$ cat src/rtl/systolic_feeder.sv
// Loads the weight and im2col matrices from memory into row buffers, then
// streams one reduction row per cycle onto the systolic array X/W inputs.
module systolic_feeder #(
  parameter int M = 4,
  parameter int N = 1,
  parameter int K = 1,
  parameter int DATA_WIDTH = 32,
  parameter int ADDR_WIDTH = 32,
  parameter logic [ADDR_WIDTH-1:0] WEIGHT_BASE = ADDR_WIDTH'(32'h00001000),
  parameter logic [ADDR_WIDTH-1:0] IM2COL_BASE = ADDR_WIDTH'(32'h00002000)
) (
  input  logic                    clk,
  input  logic                    rst_systolic,
  input  logic                    start,
  output logic [ADDR_WIDTH-1:0]   addr_rd,
  input  logic [DATA_WIDTH-1:0]   data_rd,
  output logic [DATA_WIDTH*M-1:0] X,
  output logic [DATA_WIDTH*K-1:0] W,
  output logic                    feed_valid,
  output logic                    busy,
  output logic                    done
);

  localparam int NK        = N * K;
  localparam int NM        = N * M;
  localparam int L         = NK + NM;
  localparam int IDX_W     = $clog2(L);
  localparam int ROW_W     = $clog2(N + 1);
  localparam int ROW_SEL_W = (N > 1) ? $clog2(N) : 1;

  typedef enum logic [2:0] {S_IDLE, S_LOAD, S_FLUSH, S_FEED, S_DONE} state_t;

  state_t                  state_q, state_d;
  logic [IDX_W-1:0]        idx_q, idx_d;
  logic [ROW_W-1:0]        row_q, row_d;
  logic [ROW_SEL_W-1:0]    row_sel;
  logic                    cap_valid_q, cap_valid_d;
  logic [IDX_W-1:0]        cap_idx_q, cap_idx_d;
  logic [DATA_WIDTH*M-1:0] x_q, x_d;
  logic [DATA_WIDTH*K-1:0] w_q, w_d;
  logic                    fv_q, fv_d;
  logic [DATA_WIDTH*M-1:0] x_buf_q [N];
  logic [DATA_WIDTH*M-1:0] x_buf_d [N];
  logic [DATA_WIDTH*K-1:0] w_buf_q [N];
  logic [DATA_WIDTH*K-1:0] w_buf_d [N];

  assign row_sel = row_q[ROW_SEL_W-1:0];

  always_comb begin
    state_d = state_q;
    idx_d   = idx_q;
    row_d   = row_q;
    x_d     = x_q;
    w_d     = w_q;
    fv_d    = fv_q;
    addr_rd = WEIGHT_BASE;
    case (state_q)
      S_IDLE, S_DONE: begin
        if (start) begin
          state_d = S_LOAD;
          idx_d   = '0;
        end
      end
      S_LOAD: begin
        if (idx_q < IDX_W'(NK)) addr_rd = WEIGHT_BASE + ADDR_WIDTH'(idx_q);
        else                    addr_rd = IM2COL_BASE + ADDR_WIDTH'(idx_q - IDX_W'(NK));
        idx_d = idx_q + IDX_W'(1);
        if (idx_q == IDX_W'(L - 1)) state_d = S_FLUSH;
      end
      S_FLUSH: begin
        state_d = S_FEED;
        row_d   = '0;
      end
      S_FEED: begin
        if (row_q < ROW_W'(N)) begin
          x_d   = x_buf_q[row_sel];
          w_d   = w_buf_q[row_sel];
          fv_d  = 1'b1;
          row_d = row_q + ROW_W'(1);
        end else begin
          // W is left on the last row; the array ignores it once X is zero.
          x_d     = '0;
          fv_d    = 1'b0;
          state_d = S_DONE;
        end
      end
      default: state_d = S_IDLE;
    endcase
  end

  // Read data lags its address by one edge, so capture uses a delayed index.
  always_comb begin
    cap_valid_d = (state_q == S_LOAD);
    cap_idx_d   = idx_q;
    x_buf_d     = x_buf_q;
    w_buf_d     = w_buf_q;
    if (cap_valid_q) begin
      for (int r = 0; r < N; r++) begin
        for (int c = 0; c < K; c++) begin
          if (cap_idx_q == IDX_W'(r * K + c))
            w_buf_d[r][c*DATA_WIDTH +: DATA_WIDTH] = data_rd;
        end
        for (int c = 0; c < M; c++) begin
          if (cap_idx_q == IDX_W'(NK + r * M + c))
            x_buf_d[r][c*DATA_WIDTH +: DATA_WIDTH] = data_rd;
        end
      end
    end
  end

  always_ff @(posedge clk or negedge rst_systolic) begin
    if (!rst_systolic) begin
      state_q     <= S_IDLE;
      idx_q       <= '0;
      row_q       <= '0;
      cap_valid_q <= 1'b0;
      cap_idx_q   <= '0;
      x_q         <= '0;
      w_q         <= '0;
      fv_q        <= 1'b0;
    end else begin
      state_q     <= state_d;
      idx_q       <= idx_d;
      row_q       <= row_d;
      cap_valid_q <= cap_valid_d;
      cap_idx_q   <= cap_idx_d;
      x_q         <= x_d;
      w_q         <= w_d;
      fv_q        <= fv_d;
    end
  end

  always_ff @(posedge clk) begin
    x_buf_q <= x_buf_d;
    w_buf_q <= w_buf_d;
  end

  assign X          = x_q;
  assign W          = w_q;
  assign feed_valid = fv_q;
  assign busy       = (state_q == S_LOAD) || (state_q == S_FLUSH) || (state_q == S_FEED);
  assign done       = (state_q == S_DONE);

endmodule

$ cat config.mk
export PLATFORM = sky130hd
export DESIGN_NAME = systolic_feeder
export DESIGN_NICKNAME = d
export VERILOG_FILES = /design/src/rtl/systolic_feeder.sv
export SDC_FILE = /design/constraint.sdc
export NUM_CORES = 1
export LEC_CHECK = 0
export ABC_AREA = 1
export CAP_MARGIN = 20
export CORE_UTILIZATION = 52
export CTS_CLUSTER_DIAMETER = 40
export CTS_CLUSTER_SIZE = 24
export DETAILED_ROUTE_END_ITERATION = 10
export GPL_TIMING_DRIVEN = 0
export PLACE_DENSITY = 0.8
export REMOVE_ABC_BUFFERS = 1
export SLEW_MARGIN = 10
export SYNTH_ARGS = -nofsm -noshare
export SYNTH_HDL_FRONTEND = slang
export SYNTH_SLANG_ARGS = --single-unit
export TNS_END_PERCENT = 1
$ cat constraint.sdc
create_clock -name clk -period 3.56 [get_ports clk]
set_input_delay 0.534 -clock clk [delete_from_list [all_inputs] [get_ports clk]]
set_output_delay 0.534 -clock clk [all_outputs]
set_load 0.05 [all_outputs]
==> results of run 1 <==
-- final cells by class --
class                           count  area [µm²]
Multi-Input combinational cell    551        2560
Tap cell                          313         392
Fill cell                        1531        6890
Timing Repair Buffer              233        2450
Clock inverter                     22         240
Sequential cell                   332        9110
Clock buffer                       48        1070
Inverter                           15        61.3
-- cell families after synthesis --
family          synth area share [%]
compound gates                  5.74
xor+xnor                      0.0723
fa+ha+maj                      0.310
buf+inv                         4.59
flops                           75.2
other cells                   0.0309
simple gates                    14.1
-- what timing repair did --
item	in CTS	in global routing
endpoints found under the hold margin	0	0
endpoints found under the setup margin	9	3
resized for setup	9	3
pin swaps	0	0
-- path summary, 6_finish.rpt --
kind	from	to	slack [ns]	cells past startpoint
max	state_q[2]	addr_rd[13]	0.18	6
min	rst_systolic	X[18]	0.001	1
max reg2reg	state_q[0]	state_q[2]	0.75	9
min reg2reg	cap_idx_d[1]	cap_idx_q[1]	0.41	0
max in group asynchronous	rst_systolic	X[38]	2.65	2
min in group clk	cap_idx_d[1]	cap_idx_q[1]	0.41	0
-- sequential cells by signal, summed over array words and instances (netlist names) --
signal       flops
cap_idx_q        3
state_q          3
cap_valid_q      1
feed_valid       1
X              128
w_buf_q         32
x_buf_q        128
cap_idx_d        3
W               32
row_q            1
-- per-layer routing --
metal	wire length (µm)	vias to the layer above	global-route usage (%)	part of all wire (%)
li1	-	3733	-	-
met1	11600	3938	31.6	42
met2	13800	330	38.8	50
met3	1820	44	4.29	6.6
met4	522	0	7.97	1.9
met5	0	-	0	0
-- stage by stage --
stage,setup WS (ns),cells
5_1_grt,0.0150,1514
3_5_place_dp,0.288,1444
2_1_floorplan,-7.77,898
6_report,0.183,1514
3_3_place_gp,-5.29,1422
4_1_cts,0.00770,1514
-- Yosys cell counts, drive strengths merged --
cell,n
a21o,1
a21oi,2
buf,48
clkbuf,45
conb,1
dfrtp,172
edfxtp,160
ha,3
inv,15
nand2,212
nand3,165
nand4,2
nor2,7
nor3,5
o21ai,133
o22ai,2
xnor2,1
==> impl_metrics.json, run 1 <==
{
  "status": "completed",
  "overflow": 0,
  "cts_setup_buffers": 0,
  "synth_area_leader_cell": "edfxtp_1",
  "io_pins": 230,
  "syn_avg_cell_area_um2": 12.4,
  "synth_warnings": 0,
  "critPathLaunchType": "flop",
  "finalNetCount": 1210,
  "first_iter_violations": 545,
  "drc": 0,
  "routed-via-count": 8045,
  "die_w_um": 155,
  "cts.clk_slew.worst_paths_ns": 0.07,
  "utilization_pct": 69.7,
  "via_per_inst": 5.31,
  "cts_buffers": 39,
  "drive_above_1_share_pct": 8.33,
  "routabilityCongestion": 0.763,
  "hp-class": "input pin to async pin",
  "netlist_instances": 974,
  "slowest_delay_ns": 0.80,
  "critPathBufInv": 3,
  "start_util_pct": 53.2,
  "synth_top_cell_area_share_pct": 39.6,
  "synth_seq_cells": 332,
  "netlist_area_mm2": 0.0121,
  "cap_violations": 0,
  "hold_violations": 0,
  "arrival_ns": 2.84,
  "antenna_found_initial": 0,
  "die_area_mm2": 0.0239,
  "htreeDepth": 2,
  "clock_sinks": 332,
  "final_area_mm2": 0.0159,
  "dpl_cell_area_mm2": 0.0146,
  "rows": 55,
  "grt_usage_pct": 23.5,
  "max_slew_margin_pct": 41.5,
  "critical_path_class": "flop to primary output",
  "fmax_mhz": 296,
  "finClkSkew_ns": 0.0178,
  "crit_path_end_kind": "primary output",
  "cts_max_path_buffers": 3,
  "critPathMaxFanout": 67,
  "postCtsHoldBufs": 0,
  "synth_area_leaders": "edfxtp_1 (40%), dfrtp_1 (36%), nand3_1 (6.8%), nand2_1 (6.5%), o21ai_0 (5.5%)",
  "tightest_slew_ns": 0.875,
  "rsz0062_at_grt": "false",
  "first_global_vias": 7812,
  "maxSlewViolCount": 0,
  "finalCritPeriodShare_pct": 94.8,
  "avgRoutedWirePerCell_um": 18.3,
  "cp_cell_sequence": "nor2_1 -> nand2_2 -> inv_1 -> nand3_1 -> inv_1 -> clkdlybuf4s50_1",
  "place_hpwl_mm": 16.1,
  "finalSetupViolCount": 0,
  "crit_slowest_cell": "clkdlybuf4s50_1",
  "area_growth_pct": 31.1,
  "path_common_cell": "inv_1",
  "cp.required_ns": 3.03,
  "core-area_mm2": 0.0228,
  "ys_types": 25,
  "grt_max_degree": 88,
  "first_pass_iters": 5,
  "layout_common_cells": "nand2_1 (209), clkdlybuf4s50_1 (199), dfrtp_1 (171)",
  "antenna_cells": 0,
  "hold_slack_ns": 0.00128,
  "period_minus_slack_ns": 3.38,
  "synth-seq-area-share_pct": 75.2,
  "clk-insertion-delay-late_ns": 0.51,
  "final_common_cell": "nand2_1",
  "port_buffers": 211,
  "grt_pass1_wl_mm": 43.2,
  "drtAntennaViolNets": 0,
  "setup_tns_ns": 0,
  "clockRootBuffer": "clkbuf_16",
  "die_h_um": 155,
  "totalWireLength_mm": 27.7,
  "cp_top_family": "buffers and inverters",
  "cts_tree": "yes"
}
Power of run 1 is not shown: default switching activity piles up to over one toggle a cycle in this logic, so the estimate is an artifact.
==> run 2: changes to the inputs <==
--- a/config.mk
+++ b/config.mk
@@ -7,12 +7,13 @@
 export LEC_CHECK = 0
 export ABC_AREA = 1
 export CAP_MARGIN = 20
-export CORE_UTILIZATION = 52
+export CORE_UTILIZATION = 60
 export CTS_CLUSTER_DIAMETER = 40
 export CTS_CLUSTER_SIZE = 24
 export DETAILED_ROUTE_END_ITERATION = 10
+export DONT_BUFFER_PORTS = 1
 export GPL_TIMING_DRIVEN = 0
-export PLACE_DENSITY = 0.8
+export PLACE_DENSITY = 0.76
 export REMOVE_ABC_BUFFERS = 1
 export SLEW_MARGIN = 10
 export SYNTH_ARGS = -nofsm -noshare
==> run 2 against run 1 <==
  * The flow now finishes with violations (negative hold slack)
  * Critical path depth grew 2
  * Cell area down 13%
  * Die area is 13% lower
  * Cell count down 16%
  * Maximum frequency decreased by 0.80%
  * Wire length shrank 4.3%
==> impl_metrics.json, run 2 (same netlist as run 1, synthesis figures left out) <==
{
  "slowest_delay_ns": 0.63,
  "clockRootBuffer": "clkbuf_16",
  "cts_max_path_buffers": 3,
  "rows": 51,
  "area_growth_pct": 13.8,
  "final_common_cell": "nand2_1",
  "stdcell_count": 1265,
  "path_common_cell": "buf_8",
  "num-fill-cells": 1326,
  "cts.clk_slew.worst_paths_ns": 0.06,
  "hp-class": "input pin to async pin",
  "drive_above_1_share_pct": 10.5,
  "crit_slowest_cell": "nor3_4",
  "status": "finished, violations left",
  "arrival_ns": 2.87,
  "antenna_cells": 0,
  "cts_tree": "yes",
  "io_pins": 230,
  "hold_violations": 172,
  "crit_path_end_kind": "primary output",
  "drtAntennaViolNets": 0,
  "avgRoutedWirePerCell_um": 20.9,
  "critical_path_class": "flop to primary output",
  "antenna_found_initial": 0,
  "grt_max_degree": 173,
  "first_pass_iters": 5,
  "die_h_um": 144,
  "clock_sinks": 332,
  "grt_usage_pct": 25.9,
  "violations": "negative hold slack",
  "cp.required_ns": 3.03,
  "die_area_mm2": 0.0208,
  "totalWireLength_mm": 26.5,
  "htreeDepth": 2,
  "finClkSkew_ns": 0.0165,
  "pre_cts_ws_ns": 0.104,
  "port_buffers": 0,
  "hold_slack_ns": -0.280,
  "maxSlewViolCount": 0,
  "utilization_pct": 70.2,
  "core-area_mm2": 0.0197,
  "first_iter_violations": 547,
  "dp_cells": 1192,
  "layout_common_cells": "nand2_1 (208), dfrtp_1 (171), nand3_1 (165)",
  "via_per_inst": 5.91,
  "routed-via-count": 7478,
  "finalCritPeriodShare_pct": 95.6,
  "clk-insertion-delay-late_ns": 0.50,
  "rsz0062_at_grt": "false",
  "start_util_pct": 61.7,
  "finalSetupViolCount": 0,
  "place_hpwl_mm": 15.3,
  "overflow": 0,
  "cts_buffers": 37,
  "drc": 0,
  "cap_violations": 0,
  "die_w_um": 144,
  "worst_slack_ns": 0.156,
  "first_global_vias": 7233,
  "tightest_slew_ns": 1.03,
  "fmax_mhz": 294,
  "critPathMaxFanout": 7,
  "finalNetCount": 1009,
  "critPathLaunchType": "flop",
  "period_minus_slack_ns": 3.40,
  "grt_pass1_wl_mm": 40.2,
  "routabilityCongestion": 0.714,
  "cp_cell_sequence": "nor2_1 -> nand2_2 -> nor3_4 -> buf_8 -> buf_8 -> buf_8 -> buf_8 -> buf_6",
  "max_slew_margin_pct": 31.4
}
-- run 2: changes by cell type in the layout (fill, tap and decap cells not counted), sizes merged --
cell,previous run,this run
buf,23,34
clkbuf,48,50
clkdlybuf4s50,199,0
dlygate4sd2,8,0
dlymetal6s2s,3,0
inv,26,22
-- run 2: per-layer routing --
| metal | track usage (%) | wire, µm | vias to the layer above |
|---|---|---|---|
| met5 | 0 | 0 | - |
| met4 | 8.68 | 595 | 0 |
| met3 | 8.48 | 2700 | 43 |
| met2 | 42.4 | 13100 | 383 |
| met1 | 32.6 | 10000 | 3726 |
| li1 | - | - | 3326 |
-- run 2: layout make-up --
cell class                 instances  area (µm²)  area share, %
sequential                       332        9110           66.1
clock buffer                      50        1030           7.45
timing repair buffer              34         492           3.56
tap                              265         332           2.40
clock inverter                    18         199           1.44
inverter                          15        61.3          0.444
multi-input combinational        551        2570           18.6
-- run 2: critical path: cells and delay by family, from the launching register on --
family,cells,cell delay (ns)
buf+inv,5,0.89
flops,1,0.49
simple gates,3,0.97
-- run 2: per-stage QoR --
stage / hold WS [ns] / cell area [µm²] / TNS [ns]
2_1_floorplan: 0.238 / 11700 / -80.94
3_3_place_gp: 0.242 / 12000 / -674.25
3_5_place_dp: 0.242 / 12500 / 0
4_1_cts: -0.302 / 13800 / 0
5_1_grt: -0.305 / 13800 / 0
6_report: -0.280 / 13800 / 0
-- run 2: what timing repair did --
item	CTS	global route
resized for setup	1	1
hold endpoints to repair	172	172
pin swaps	1	1
buffers inserted	3	2
setup endpoints to repair	4	1
-- run 2: worst paths after layout --
| kind | startpoint | endpoint | slack [ns] | depth (start not counted) |
|---|---|---|---|---|
| min | rst_systolic | X[97] | -0.28 | 0 |
| max in group asynchronous | rst_systolic | X[85] | 3.32 | 0 |
| max reg2reg | state_q[0] | state_q[1] | 0.35 | 8 |
| min reg2reg | cap_idx_d[1] | cap_idx_q[1] | 0.42 | 0 |
| min in group clk | data_rd[4] | x_buf_q[36] | 0.12 | 0 |
| max | state_q[2] | addr_rd[10] | 0.16 | 8 |
Power of run 2 is left out for the same reason.
==> run 3: changes to the inputs <==
--- a/config.mk
+++ b/config.mk
@@ -9,7 +9,6 @@
 export CAP_MARGIN = 20
 export CORE_UTILIZATION = 60
 export CTS_CLUSTER_DIAMETER = 40
-export CTS_CLUSTER_SIZE = 24
 export DETAILED_ROUTE_END_ITERATION = 10
 export DONT_BUFFER_PORTS = 1
 export GPL_TIMING_DRIVEN = 0
==> run 3 against run 2 <==
  * Worst setup slack better by 0.0014 ns
  * Count of clock-buffer cells in the layout is 4 higher
  * Wire length is 0.19% lower
  * Global-route usage is 0.084 points lower
  * Critical path depth stayed put
  * Cell count hardly changed
  * The run still ends with negative hold slack left
  * Cell area hardly changed
  * Sequential share of layout area hardly changed
  * Non-clock buffer count is 1 higher
  * Via count is 1.5% lower
  * Maximum frequency hardly changed
==> impl_metrics.json, run 3 (same netlist as run 1, synthesis figures left out) <==
{
  "core-area_mm2": 0.0197,
  "period_minus_slack_ns": 3.40,
  "place_hpwl_mm": 15.3,
  "cp_cell_sequence": "nor2_1 -> nand2_2 -> nor3_4 -> buf_8 -> buf_8 -> buf_8 -> buf_8 -> buf_6",
  "via_per_inst": 5.82,
  "avgRoutedWirePerCell_um": 20.9,
  "critical_path_class": "flop to primary output",
  "routabilityCongestion": 0.714,
  "crit_slowest_cell": "nor3_4",
  "crit_path_end_kind": "primary output",
  "htreeDepth": 2,
  "grt_max_degree": 173,
  "first_pass_iters": 5,
  "tightest_slew_ns": 1.03,
  "pre_cts_ws_ns": 0.104,
  "cts_buffers": 37,
  "area_growth_pct": 13.8,
  "path_common_cell": "buf_8",
  "drc": 0,
  "finClkSkew_ns": 0.00796,
  "clock_sinks": 332,
  "cts_tree": "yes",
  "cap_violations": 0,
  "first_global_vias": 7246,
  "rows": 51,
  "die_area_mm2": 0.0208,
  "port_buffers": 0,
  "die_h_um": 144,
  "maxSlewViolCount": 0,
  "antenna_cells": 0,
  "critPathMaxFanout": 7,
  "drive_above_1_share_pct": 10.3,
  "grt_pass1_wl_mm": 40.2,
  "die_w_um": 144,
  "routed-via-count": 7364,
  "status": "finished, violations left",
  "worst_slack_ns": 0.157,
  "drtAntennaViolNets": 0,
  "totalWireLength_mm": 26.4,
  "rsz0062_at_grt": "false",
  "layout_common_cells": "nand2_1 (208), dfrtp_1 (171), nand3_1 (165)",
  "hold_slack_ns": -0.274,
  "finalNetCount": 1010,
  "setup_tns_ns": 0,
  "clockRootBuffer": "clkbuf_16",
  "first_iter_violations": 533,
  "cp.required_ns": 3.03,
  "finalSetupViolCount": 0,
  "critPathLaunchType": "flop",
  "clk-insertion-delay-late_ns": 0.50,
  "antenna_found_initial": 0,
  "hp-class": "input pin to async pin",
  "num-fill-cells": 1334,
  "slowest_delay_ns": 0.63,
  "fmax_mhz": 294,
  "finalCritPeriodShare_pct": 95.6,
  "start_util_pct": 61.7,
  "hold_violations": 172,
  "io_pins": 230,
  "grt_usage_pct": 25.8,
  "cts_max_path_buffers": 3,
  "cts.clk_slew.worst_paths_ns": 0.06,
  "violations": "negative hold slack",
  "max_slew_margin_pct": 31.4,
  "arrival_ns": 2.87,
  "overflow": 0,
  "final_common_cell": "nand2_1"
}
run 3: cell types whose count changed in the layout (fill, tap and decap cells not counted), sizes merged:
cell / change
bufinv: +1
clkinv: +1
buf: +1
inv: -4
clkinvlp: -2
clkbuf: +4
run 3: metrics by stage:
stage	std cells	hold WS [ns]	instance area [µm²]	utilization (%)
final	1266	-0.274	13800	70.2
after floorplan	898	0.238	11700	-
after global placement	1163	0.242	12000	61.1
after detailed placement	1192	0.242	12500	63.6
after CTS	1263	-0.297	13800	70.1
after global routing	1266	-0.299	13800	70.2
run 3: what timing repair did:
item | 4_1_cts | 5_1_grt
resized for setup | 1 | 1
endpoints found under the setup margin | 4 | 1
setup buffers | 3 | 3
endpoints found under the hold margin | 172 | 172
pin swaps | 1 | 1
gates cloned | 0 | 0
run 3: worst paths after layout:
kind | start | endpoint | slack (ns) | depth (start not counted)
setup / recovery | state_q[2] | addr_rd[10] | 0.16 | 8
hold / removal | rst_systolic | X[97] | -0.27 | 0
setup reg to reg | state_q[0] | state_q[1] | 0.38 | 8
hold reg to reg | cap_idx_d[1] | cap_idx_q[1] | 0.42 | 0
max in group asynchronous | rst_systolic | state_q[2] | 3.53 | 0
min in group clk | data_rd[20] | x_buf_q[52] | 0.12 | 0
run 3: area by class of cell:
class	instances	area, µm²	area share (%)
Clock buffer	54	1050	7.63
Inverter	15	61.3	0.444
Sequential cell	332	9110	66.1
Timing Repair Buffer	35	499	3.62
Tap cell	265	332	2.40
Clock inverter	14	165	1.20
Multi-Input combinational cell	551	2570	18.6
run 3: worst max-delay path, delay by kind of cell, from the launching register on:
family	cells	cell delay (ns)
flip-flops	1	0.51
AND/OR/NAND/NOR	3	0.96
buffers and inverters	5	0.89
run 3: routing by layer:
metal	share of wire [%]	track usage, %	vias up	wire (µm)
li1	-	-	3325	-
met2	50	42.8	331	13200
met3	9.8	8.41	34	2580
met1	39	32.4	3674	10200
met5	0	0	-	0
met4	1.7	7.67	0	453
Power of run 3 is left out for the same reason.
